[src/rtl/quantization_unit_pkg.sv]
// Shared fixed-point definitions for the attention datapath re-quantizer:
// default widths, rounding-mode encodings and saturation-limit helpers.
package quantization_unit_pkg;

  localparam int DEF_IN_INT_W   = 18;
  localparam int DEF_IN_FRAC_W  = 16;
  localparam int DEF_OUT_INT_W  = 8;
  localparam int DEF_OUT_FRAC_W = 8;

  typedef enum int {
    RND_TRUNC   = 0,
    RND_NEAREST = 1
  } round_mode_e;

  // Upper or lower representable limit of a width-bit word, as a plain integer.
  function automatic longint sat_limit(int width, int is_signed, bit upper);
    if (is_signed != 0) begin
      if (upper) return (longint'(1) << (width - 1)) - 1;
      return -(longint'(1) << (width - 1));
    end
    if (upper) return (longint'(1) << width) - 1;
    return 0;
  endfunction

  function automatic longint round_bias(int drop, int mode);
    if (mode == RND_NEAREST && drop > 0) return longint'(1) << (drop - 1);
    return 0;
  endfunction

endpackage

[src/rtl/quantization_unit_if.sv]
// Word-in / word-out bus of the re-quantizer; the DUT side uses the slave modport.
interface quantization_unit_if #(
  parameter int IN_W  = 34,
  parameter int OUT_W = 16
);
  logic             in_valid;
  logic [IN_W-1:0]  in;
  logic             out_valid;
  logic [OUT_W-1:0] out;
  logic             sat;

  modport master (output in_valid, in, input out_valid, out, sat);
  modport slave  (input in_valid, in, output out_valid, out, sat);
endinterface

[src/rtl/quantization_unit_round_sat.sv]
// Combinational round / shift / saturate stage; kept un-registered so it can be
// dropped into other datapaths without adding latency.
module quant_round_sat
  import quantization_unit_pkg::*;
#(
  parameter int INPUT_INTEGER_WIDTH  = DEF_IN_INT_W,
  parameter int INPUT_DECIMAL_WIDTH  = DEF_IN_FRAC_W,
  parameter int OUTPUT_INTEGER_WIDTH = DEF_OUT_INT_W,
  parameter int OUTPUT_DECIMAL_WIDTH = DEF_OUT_FRAC_W,
  parameter int SIGNED               = 0,
  parameter int ROUND_MODE           = RND_NEAREST
) (
  input  logic [INPUT_INTEGER_WIDTH+INPUT_DECIMAL_WIDTH-1:0]   in_word,
  output logic [OUTPUT_INTEGER_WIDTH+OUTPUT_DECIMAL_WIDTH-1:0] q_word,
  output logic                                                 sat
);

  localparam int IW = INPUT_INTEGER_WIDTH + INPUT_DECIMAL_WIDTH;
  localparam int OW = OUTPUT_INTEGER_WIDTH + OUTPUT_DECIMAL_WIDTH;
  localparam int EW = IW + 1;
  localparam int D  = INPUT_DECIMAL_WIDTH - OUTPUT_DECIMAL_WIDTH;

  localparam logic [EW-1:0] BIAS    = EW'(round_bias(D, ROUND_MODE));
  localparam logic [EW-1:0] MAX_LIM = EW'(sat_limit(OW, SIGNED, 1'b1));
  localparam logic [EW-1:0] MIN_LIM = EW'(sat_limit(OW, SIGNED, 1'b0));

  logic [EW-1:0] ext;
  logic [EW-1:0] rounded;
  logic [EW-1:0] shifted;
  logic          over;
  logic          under;

  // The extra guard bit absorbs the rounding carry, so a carry past the top
  // of the range shows up as an overflow instead of wrapping.
  always_comb begin
    ext     = (SIGNED != 0) ? {in_word[IW-1], in_word} : {1'b0, in_word};
    rounded = ext + BIAS;
    if (SIGNED != 0) begin
      shifted = $signed(rounded) >>> D;
      over    = $signed(shifted) > $signed(MAX_LIM);
      under   = $signed(shifted) < $signed(MIN_LIM);
    end else begin
      shifted = rounded >> D;
      over    = shifted > MAX_LIM;
      under   = 1'b0;
    end
    sat = over | under;
    if (over)       q_word = MAX_LIM[OW-1:0];
    else if (under) q_word = MIN_LIM[OW-1:0];
    else            q_word = shifted[OW-1:0];
  end

endmodule

[src/rtl/quantization_unit.sv]
// Registered fixed-point re-quantizer (e.g. Q18.16 -> Q8.8) with one cycle of
// latency; the arithmetic lives in quant_round_sat.
module quantization_unit
  import quantization_unit_pkg::*;
#(
  parameter int INPUT_INTEGER_WIDTH  = DEF_IN_INT_W,
  parameter int INPUT_DECIMAL_WIDTH  = DEF_IN_FRAC_W,
  parameter int OUTPUT_INTEGER_WIDTH = DEF_OUT_INT_W,
  parameter int OUTPUT_DECIMAL_WIDTH = DEF_OUT_FRAC_W,
  parameter int SIGNED               = 0,
  parameter int ROUND_MODE           = RND_NEAREST
) (
  input logic                clk,
  input logic                rst_n,
  quantization_unit_if.slave bus
);

  localparam int OW = OUTPUT_INTEGER_WIDTH + OUTPUT_DECIMAL_WIDTH;

  if (OUTPUT_INTEGER_WIDTH > INPUT_INTEGER_WIDTH ||
      OUTPUT_DECIMAL_WIDTH > INPUT_DECIMAL_WIDTH) begin : g_bad_widths
    $error("quantization_unit: output format must not be wider than the input format");
  end

  logic [OW-1:0] q_word;
  logic          q_sat;
  logic [OW-1:0] out_q;
  logic          sat_q;
  logic          valid_q;

  quant_round_sat #(
    .INPUT_INTEGER_WIDTH  (INPUT_INTEGER_WIDTH),
    .INPUT_DECIMAL_WIDTH  (INPUT_DECIMAL_WIDTH),
    .OUTPUT_INTEGER_WIDTH (OUTPUT_INTEGER_WIDTH),
    .OUTPUT_DECIMAL_WIDTH (OUTPUT_DECIMAL_WIDTH),
    .SIGNED               (SIGNED),
    .ROUND_MODE           (ROUND_MODE)
  ) u_round_sat (
    .in_word (bus.in),
    .q_word  (q_word),
    .sat     (q_sat)
  );

  // Idle cycles keep the last result visible and only drop the valid flag.
  always_ff @(posedge clk or negedge rst_n) begin
    if (!rst_n) begin
      valid_q <= 1'b0;
      out_q   <= '0;
      sat_q   <= 1'b0;
    end else begin
      valid_q <= bus.in_valid;
      if (bus.in_valid) begin
        out_q <= q_word;
        sat_q <= q_sat;
      end
    end
  end

  assign bus.out_valid = valid_q;
  assign bus.out       = out_q;
  assign bus.sat       = sat_q;

endmodule

[src/flat_wrapper.sv]
// flat-port wrapper written by rule: the top's interface ports become plain ports
module quantization_unit_flat import quantization_unit_pkg::*;
#(
  parameter int INPUT_INTEGER_WIDTH  = DEF_IN_INT_W,
  parameter int INPUT_DECIMAL_WIDTH  = DEF_IN_FRAC_W,
  parameter int OUTPUT_INTEGER_WIDTH = DEF_OUT_INT_W,
  parameter int OUTPUT_DECIMAL_WIDTH = DEF_OUT_FRAC_W,
  parameter int SIGNED               = 0,
  parameter int ROUND_MODE           = RND_NEAREST
)
  (clk, rst_n, bus_in_valid, bus_in, bus_out_valid, bus_out, bus_sat);
  quantization_unit_if #(.IN_W((34)), .OUT_W((16))) bus_i ();
  input logic clk;
  input logic rst_n;
  input wire logic [$bits(bus_i.in_valid)-1:0] bus_in_valid;
  input wire logic [$bits(bus_i.in)-1:0] bus_in;
  output wire logic [$bits(bus_i.out_valid)-1:0] bus_out_valid;
  output wire logic [$bits(bus_i.out)-1:0] bus_out;
  output wire logic [$bits(bus_i.sat)-1:0] bus_sat;
  assign bus_i.in_valid = bus_in_valid;
  assign bus_i.in = bus_in;
  assign bus_out_valid = bus_i.out_valid;
  assign bus_out = bus_i.out;
  assign bus_sat = bus_i.sat;
  quantization_unit #(.INPUT_INTEGER_WIDTH(INPUT_INTEGER_WIDTH), .INPUT_DECIMAL_WIDTH(INPUT_DECIMAL_WIDTH), .OUTPUT_INTEGER_WIDTH(OUTPUT_INTEGER_WIDTH), .OUTPUT_DECIMAL_WIDTH(OUTPUT_DECIMAL_WIDTH), .SIGNED(SIGNED), .ROUND_MODE(ROUND_MODE)) u_core (.clk(clk), .rst_n(rst_n), .bus(bus_i));
endmodule
[config.mk]
export PLATFORM = sky130hd
export DESIGN_NAME = quantization_unit_flat
export DESIGN_NICKNAME = d
export VERILOG_FILES = /design/src/rtl/quantization_unit_pkg.sv /design/src/rtl/quantization_unit_if.sv /design/src/rtl/quantization_unit_round_sat.sv /design/src/rtl/quantization_unit.sv /design/src/flat_wrapper.sv
export SDC_FILE = /design/constraint.sdc
export NUM_CORES = 1
export LEC_CHECK = 0
export BUFFER_PORTS_ARGS = -buffer_cell sky130_fd_sc_hd__buf_2
export CORE_MARGIN = 3
export CORE_UTILIZATION = 42
export CTS_BUF_LIST = sky130_fd_sc_hd__clkbuf_4 sky130_fd_sc_hd__clkbuf_8 sky130_fd_sc_hd__clkbuf_16
export CTS_CLUSTER_SIZE = 14
export DETAILED_ROUTE_END_ITERATION = 12
export PLACE_DENSITY_LB_ADDON = 0.12
export SYNTH_ARGS = -nofsm -noshare
export SYNTH_HDL_FRONTEND = slang
export SYNTH_SLANG_ARGS = --single-unit
[constraint.sdc]
create_clock -name clk -period 0.8 [get_ports clk]
set_clock_uncertainty 0.1 [all_clocks]
set_input_delay 0.12 -clock clk [delete_from_list [all_inputs] [get_ports clk]]
set_output_delay 0.12 -clock clk [all_outputs]
set_load 0.01 [all_outputs]
### Word level (Yosys, flattened, before mapping)

Index checks and enable logic that the tools add are counted.

* $add $sub $neg: 1
* $lt $le $gt $ge: 1
* muxes and demuxes: 1

Operators with widths (number)
* 34-bit by 8-bit adder with 35-bit output (second input constant): 1
* 27-bit by 16-bit greater-than comparator with 1-bit output (second input constant): 1
* 16-bit two-way mux: 1

* bits in registers: 18
* input bits: 37
* output and inout port bits: 18
* word-level logic and storage cells: 6

### Depth between registers and ports, before layout

* word-level depth: 3
* gate-level depth with buffers: 8
* gate-level depth less buffers: 7

### By module

Synthesis repeated with hierarchy kept, for this count alone.

* cell total of the unflattened synthesis: 139
* area total of the unflattened synthesis: 1426.4 µm²

Modules (own cells, without submodules)
* quant_round_sat: times used 1, cells an instance 102, area an instance 715.7 µm²
* quantization_unit: times used 1, cells an instance 37, area an instance 710.7 µm²

### Worst setup path before layout

OpenSTA, ideal clock, no wires.

* path kind: input to register
* start point: in bus_in[7]
* end point: reg u_core.out_q[10] (netlist: u_core.bus.out[10])
* library setup time: 0.122 ns
* data arrival time: 1.775 ns
* data required time: 0.578 ns
* setup slack: -1.197 ns
* cell stages on the path: 8
* path buffers: 1
* cell sequence: ha_1 > nand4_1 > or2_4 > nor4_2 > xor2_1 > nor4_4 > buf_6 > a21oi_2

* longest elaborated chain between the ends: 3

RTL lines
* start: declaration: RTL line flat_wrapper.sv:16 `input wire logic [$bits(bus_i.in)-1:0] bus_in;`
* 34-bit by 8-bit adder with 35-bit output *: RTL line quantization_unit_round_sat.sv:37 `rounded = ext + BIAS;`
* 27-bit by 16-bit greater-than comparator with 1-bit output: RTL line quantization_unit_round_sat.sv:44 `over = shifted > MAX_LIM;`
* 16-bit two-way mux *: RTL line quantization_unit_round_sat.sv:48 `if (over) q_word = MAX_LIM[OW-1:0];`
* end signal: assignment: RTL line quantization_unit.sv:53 `out_q <= q_word;`
* end: declaration: RTL line quantization_unit.sv:27 `logic [OW-1:0] out_q;`

Every way passes the cells marked *; elsewhere a longest branch is shown, timed or not.
A chain may end at the register's enable or synchronous reset.

### Worst setup path in the final report

* start point: in bus_in[19]
* end point: reg u_core.out_q[10] (netlist: u_core.bus.out[10])

* longest elaborated chain between the ends: 3

RTL lines (RTL line)
* 34-bit by 8-bit adder with 35-bit output: quantization_unit_round_sat.sv:37
* 27-bit by 16-bit greater-than comparator with 1-bit output: quantization_unit_round_sat.sv:44
* 16-bit two-way mux: quantization_unit_round_sat.sv:48

No other way between the ends.

==> out/qor.txt <==
Drt wl/cell: 13.4 µm
Initial antenna violation count: 0
Post-synthesis mux area share: 0.797%
Leakage: 0.848 nW
Post-synth ARST share: 100%
Fin area: 0.00206 mm²
Initial core utilization: 44.8%
Largest family of logic cells by synthesized area: simple AND/OR/NAND/NOR gates
Vias after detailed routing: 1420
# rows: 19
Total power: 0.00193 W
HP Class: input pin to flip-flop
Clk pin slew, worst setup/hold paths: 100 ps
Seq cells post-synth: 18
Final worst slack: -715 ps
Post-synth cell types: 37
Largest net degree at the start of global routing: 19
WP data required: 890 ps
Status: finished with violations
Ys flop type: dfrtp_1
CP max FO: 8
Global-route wire length before repair: 5.79 mm
DP Area: 0.00183 mm²
FMAX: 0.660 GHz
IO Count: 55
Die outline width: 60.7 µm
Synth Area in XOR/XNOR: 12.5%
Slew margin rel.: 74.4%
Port Buf Inserts: 47
Startpoint types: input pin
Pre-antenna DRT Iters: 4
Core area: 0.00281 mm²
Area Overhead vs Synth: 64.0%
Fin. max-slew vios: 0
Mapped Cells: 139
ANT nets after route: 0
CTS tree: built
N_diodes: 0
PwrDens: 937 mW/mm²
Maximum VDD drop: 0.431 mV
Setup WS pre-CTS: -1100 ps
Yosys warns: 0
Total track usage: 21.1%
Post-Route WL: 3.62 mm
Vias per cell: 5.26
DRC errors left: 0
Met3 GRT Util: 1.70%
Total negative setup slack: -16200 ps
RSZ-0062 raised after global routing: yes
Htree depth: 1
Endpoints failing setup: 35
CTS max path bufs: 2
Simple-gate share of the synthesized area: 31.7%
GRT overflow: 0
Number of buffers created by CTS: 3
Clk_lat worst skew: 290 ps
Routing usage on met1: 26.4%
Final #Nets: 278
Failing checks: negative setup slack
Die ar.: 0.00368 mm²
Gr busiest metal: met2
Min Tclk post-route: 1520 ps
RePlAce Congestion: 0.879
Seq/Total Area, Yosys: 35.9%
Adder-cell share of the synthesized area: 0.996%
Final core occ: 73.5%
Avg Inst Size Synth: 9.04 µm²
Hold Vio Cnt, Final: 0
Clock sink total: 18
Die height: 60.7 µm
Met2 Usage GRT: 36.6%
Vias in the first global route: 1303
Crit path DAT: 1600 ps
WS Path Type: input pin to flip-flop
Final worst-path cycle share: 189%
1st-iter DRT viols: 29
Root buf cell: clkbuf_4
Synthesized area: 0.00126 mm²
Post-synthesis compound-gate area fraction: 15.3%
CP endpoint kind: flip-flop
Max cap viols: 0
Synth Net Count: 177
Worst Max-Slew Pin Slew: 383 ps
Hpwl dp: 2.80 mm
Post-synth EDFFs: 0
Share of cells above drive strength 1: 53.6%
## power by group
part / switching, W / internal, W / leakage, nW / total [W]
Combinational: 0.000239 / 0.000233 / 0.667 / 0.000472
Clock: 0.000269 / 0.000278 / 0.0210 / 0.000546
Sequential: 0.00000167 / 0.000912 / 0.160 / 0.000914
Total: 0.000509 / 0.00142 / 0.848 / 0.00193
## cells by family after synthesis
family,count (synthesis)
fa+ha+maj,1
buf+inv,7
xor+xnor,18
compound gates,25
simple gates,69
mux,1
flops,18
## cell type report
type | count | area, µm²
clock buffer | 4 | 36.3
fill | 215 | 744
inverter | 3 | 11.3
multi-input combinational | 114 | 836
sequential | 18 | 450
tap | 31 | 38.8
timing repair buffer | 100 | 688
## sequential cells by signal, summed over array words and instances, names as in the netlist
| name | cells |
|---|---|
| u_core.bus.out | 16 |
| u_core.bus.out_valid | 1 |
| u_core.bus.sat | 1 |
## layout by cell type, fill, tap and decap left out, types with 2 or more instances in the layout
cell type | netlist | layout
and3_1 | 5 | 4
dfrtp_1 | 18 | 18
nand3_4 | 0 | 2
xnor2_1 | 13 | 13
clkbuf_4 | 0 | 3
buf_4 | 0 | 49
a21oi_2 | 9 | 9
nand3_1 | 7 | 7
nand4_1 | 7 | 7
a21oi_1 | 7 | 7
xor2_1 | 5 | 5
inv_1 | 3 | 3
nor2_1 | 25 | 25
a41oi_1 | 2 | 2
buf_8 | 0 | 2
buf_6 | 1 | 4
nand2_1 | 8 | 8
nor4_4 | 1 | 3
nor3_2 | 2 | 2
buf_2 | 1 | 43
## timing repair
| item | 4_1_cts | 5_1_grt |
|---|---|---|
| gates cloned | 0 | 0 |
| endpoints found under the hold margin | 18 | 0 |
| endpoints found under the setup margin | 35 | 35 |
| gates resized for setup | 13 | 1 |
| setup buffers | 10 | 5 |
| hold buffers | 1 | 0 |
| pin swaps | 7 | 0 |
## worst max-delay path, stage by stage
cell and delay [ps]:
buf_2 110, and4_4 250, nand3_4 100, nor4_4 290, xor2_1 130, nor4_4 330
buf_6 200, a21oi_2 60
## worst paths after layout
check | startpoint | endpoint | slack (ps) | cells after the start
hold reg to reg | u_core.bus.out[13]$_DFFE_PN0P_ | u_core.bus.out[13]$_DFFE_PN0P_ | 410 | 2
setup reg to reg | u_core.bus.out[14]$_DFFE_PN0P_ | u_core.bus.out[14]$_DFFE_PN0P_ | -210 | 4
max in group asynchronous | rst_n | u_core.bus.out[6]$_DFFE_PN0P_ | 150 | 2
min in group asynchronous | rst_n | u_core.bus.out[15]$_DFFE_PN0P_ | 170 | 2
setup / recovery | bus_in[19] | u_core.bus.out[10]$_DFFE_PN0P_ | -720 | 8
hold / removal | bus_in_valid | u_core.bus.out_valid$_DFF_PN0_ | 90 | 2
## Yosys cell counts, types with 2 or more instances
library cell	number	area, µm²
a21oi_1	7	35.0
a21oi_2	9	78.8
a41oi_1	2	17.5
and3_1	5	31.3
and4_1	2	17.5
clkbuf_1	2	7.51
dfrtp_1	18	450
inv_1	3	11.3
nand2_1	8	30.0
nand3_1	7	35.0
nand3_2	2	20.0
nand4_1	7	43.8
nor2_1	25	93.8
nor3_2	2	20.0
nor4_2	2	25.0
xnor2_1	13	114
xor2_1	5	43.8
## metal layers
metal / share of wire [%] / vias up
li1: - / 707
met2: 52 / 40
met4: 1.9 / 0
met5: 0 / -
met3: 3.3 / 6
met1: 43 / 667
## through the flow
step | std cells | hold WS [ps]
2_1_floorplan | 139 | -276
3_5_place_dp | 250 | -43.8
4_1_cts | 265 | 86.9
3_3_place_gp | 250 | -52.6
5_1_grt | 270 | 94.9
6_report | 270 | 94.7
No activity file was read; power rests on OpenSTA's default activity.
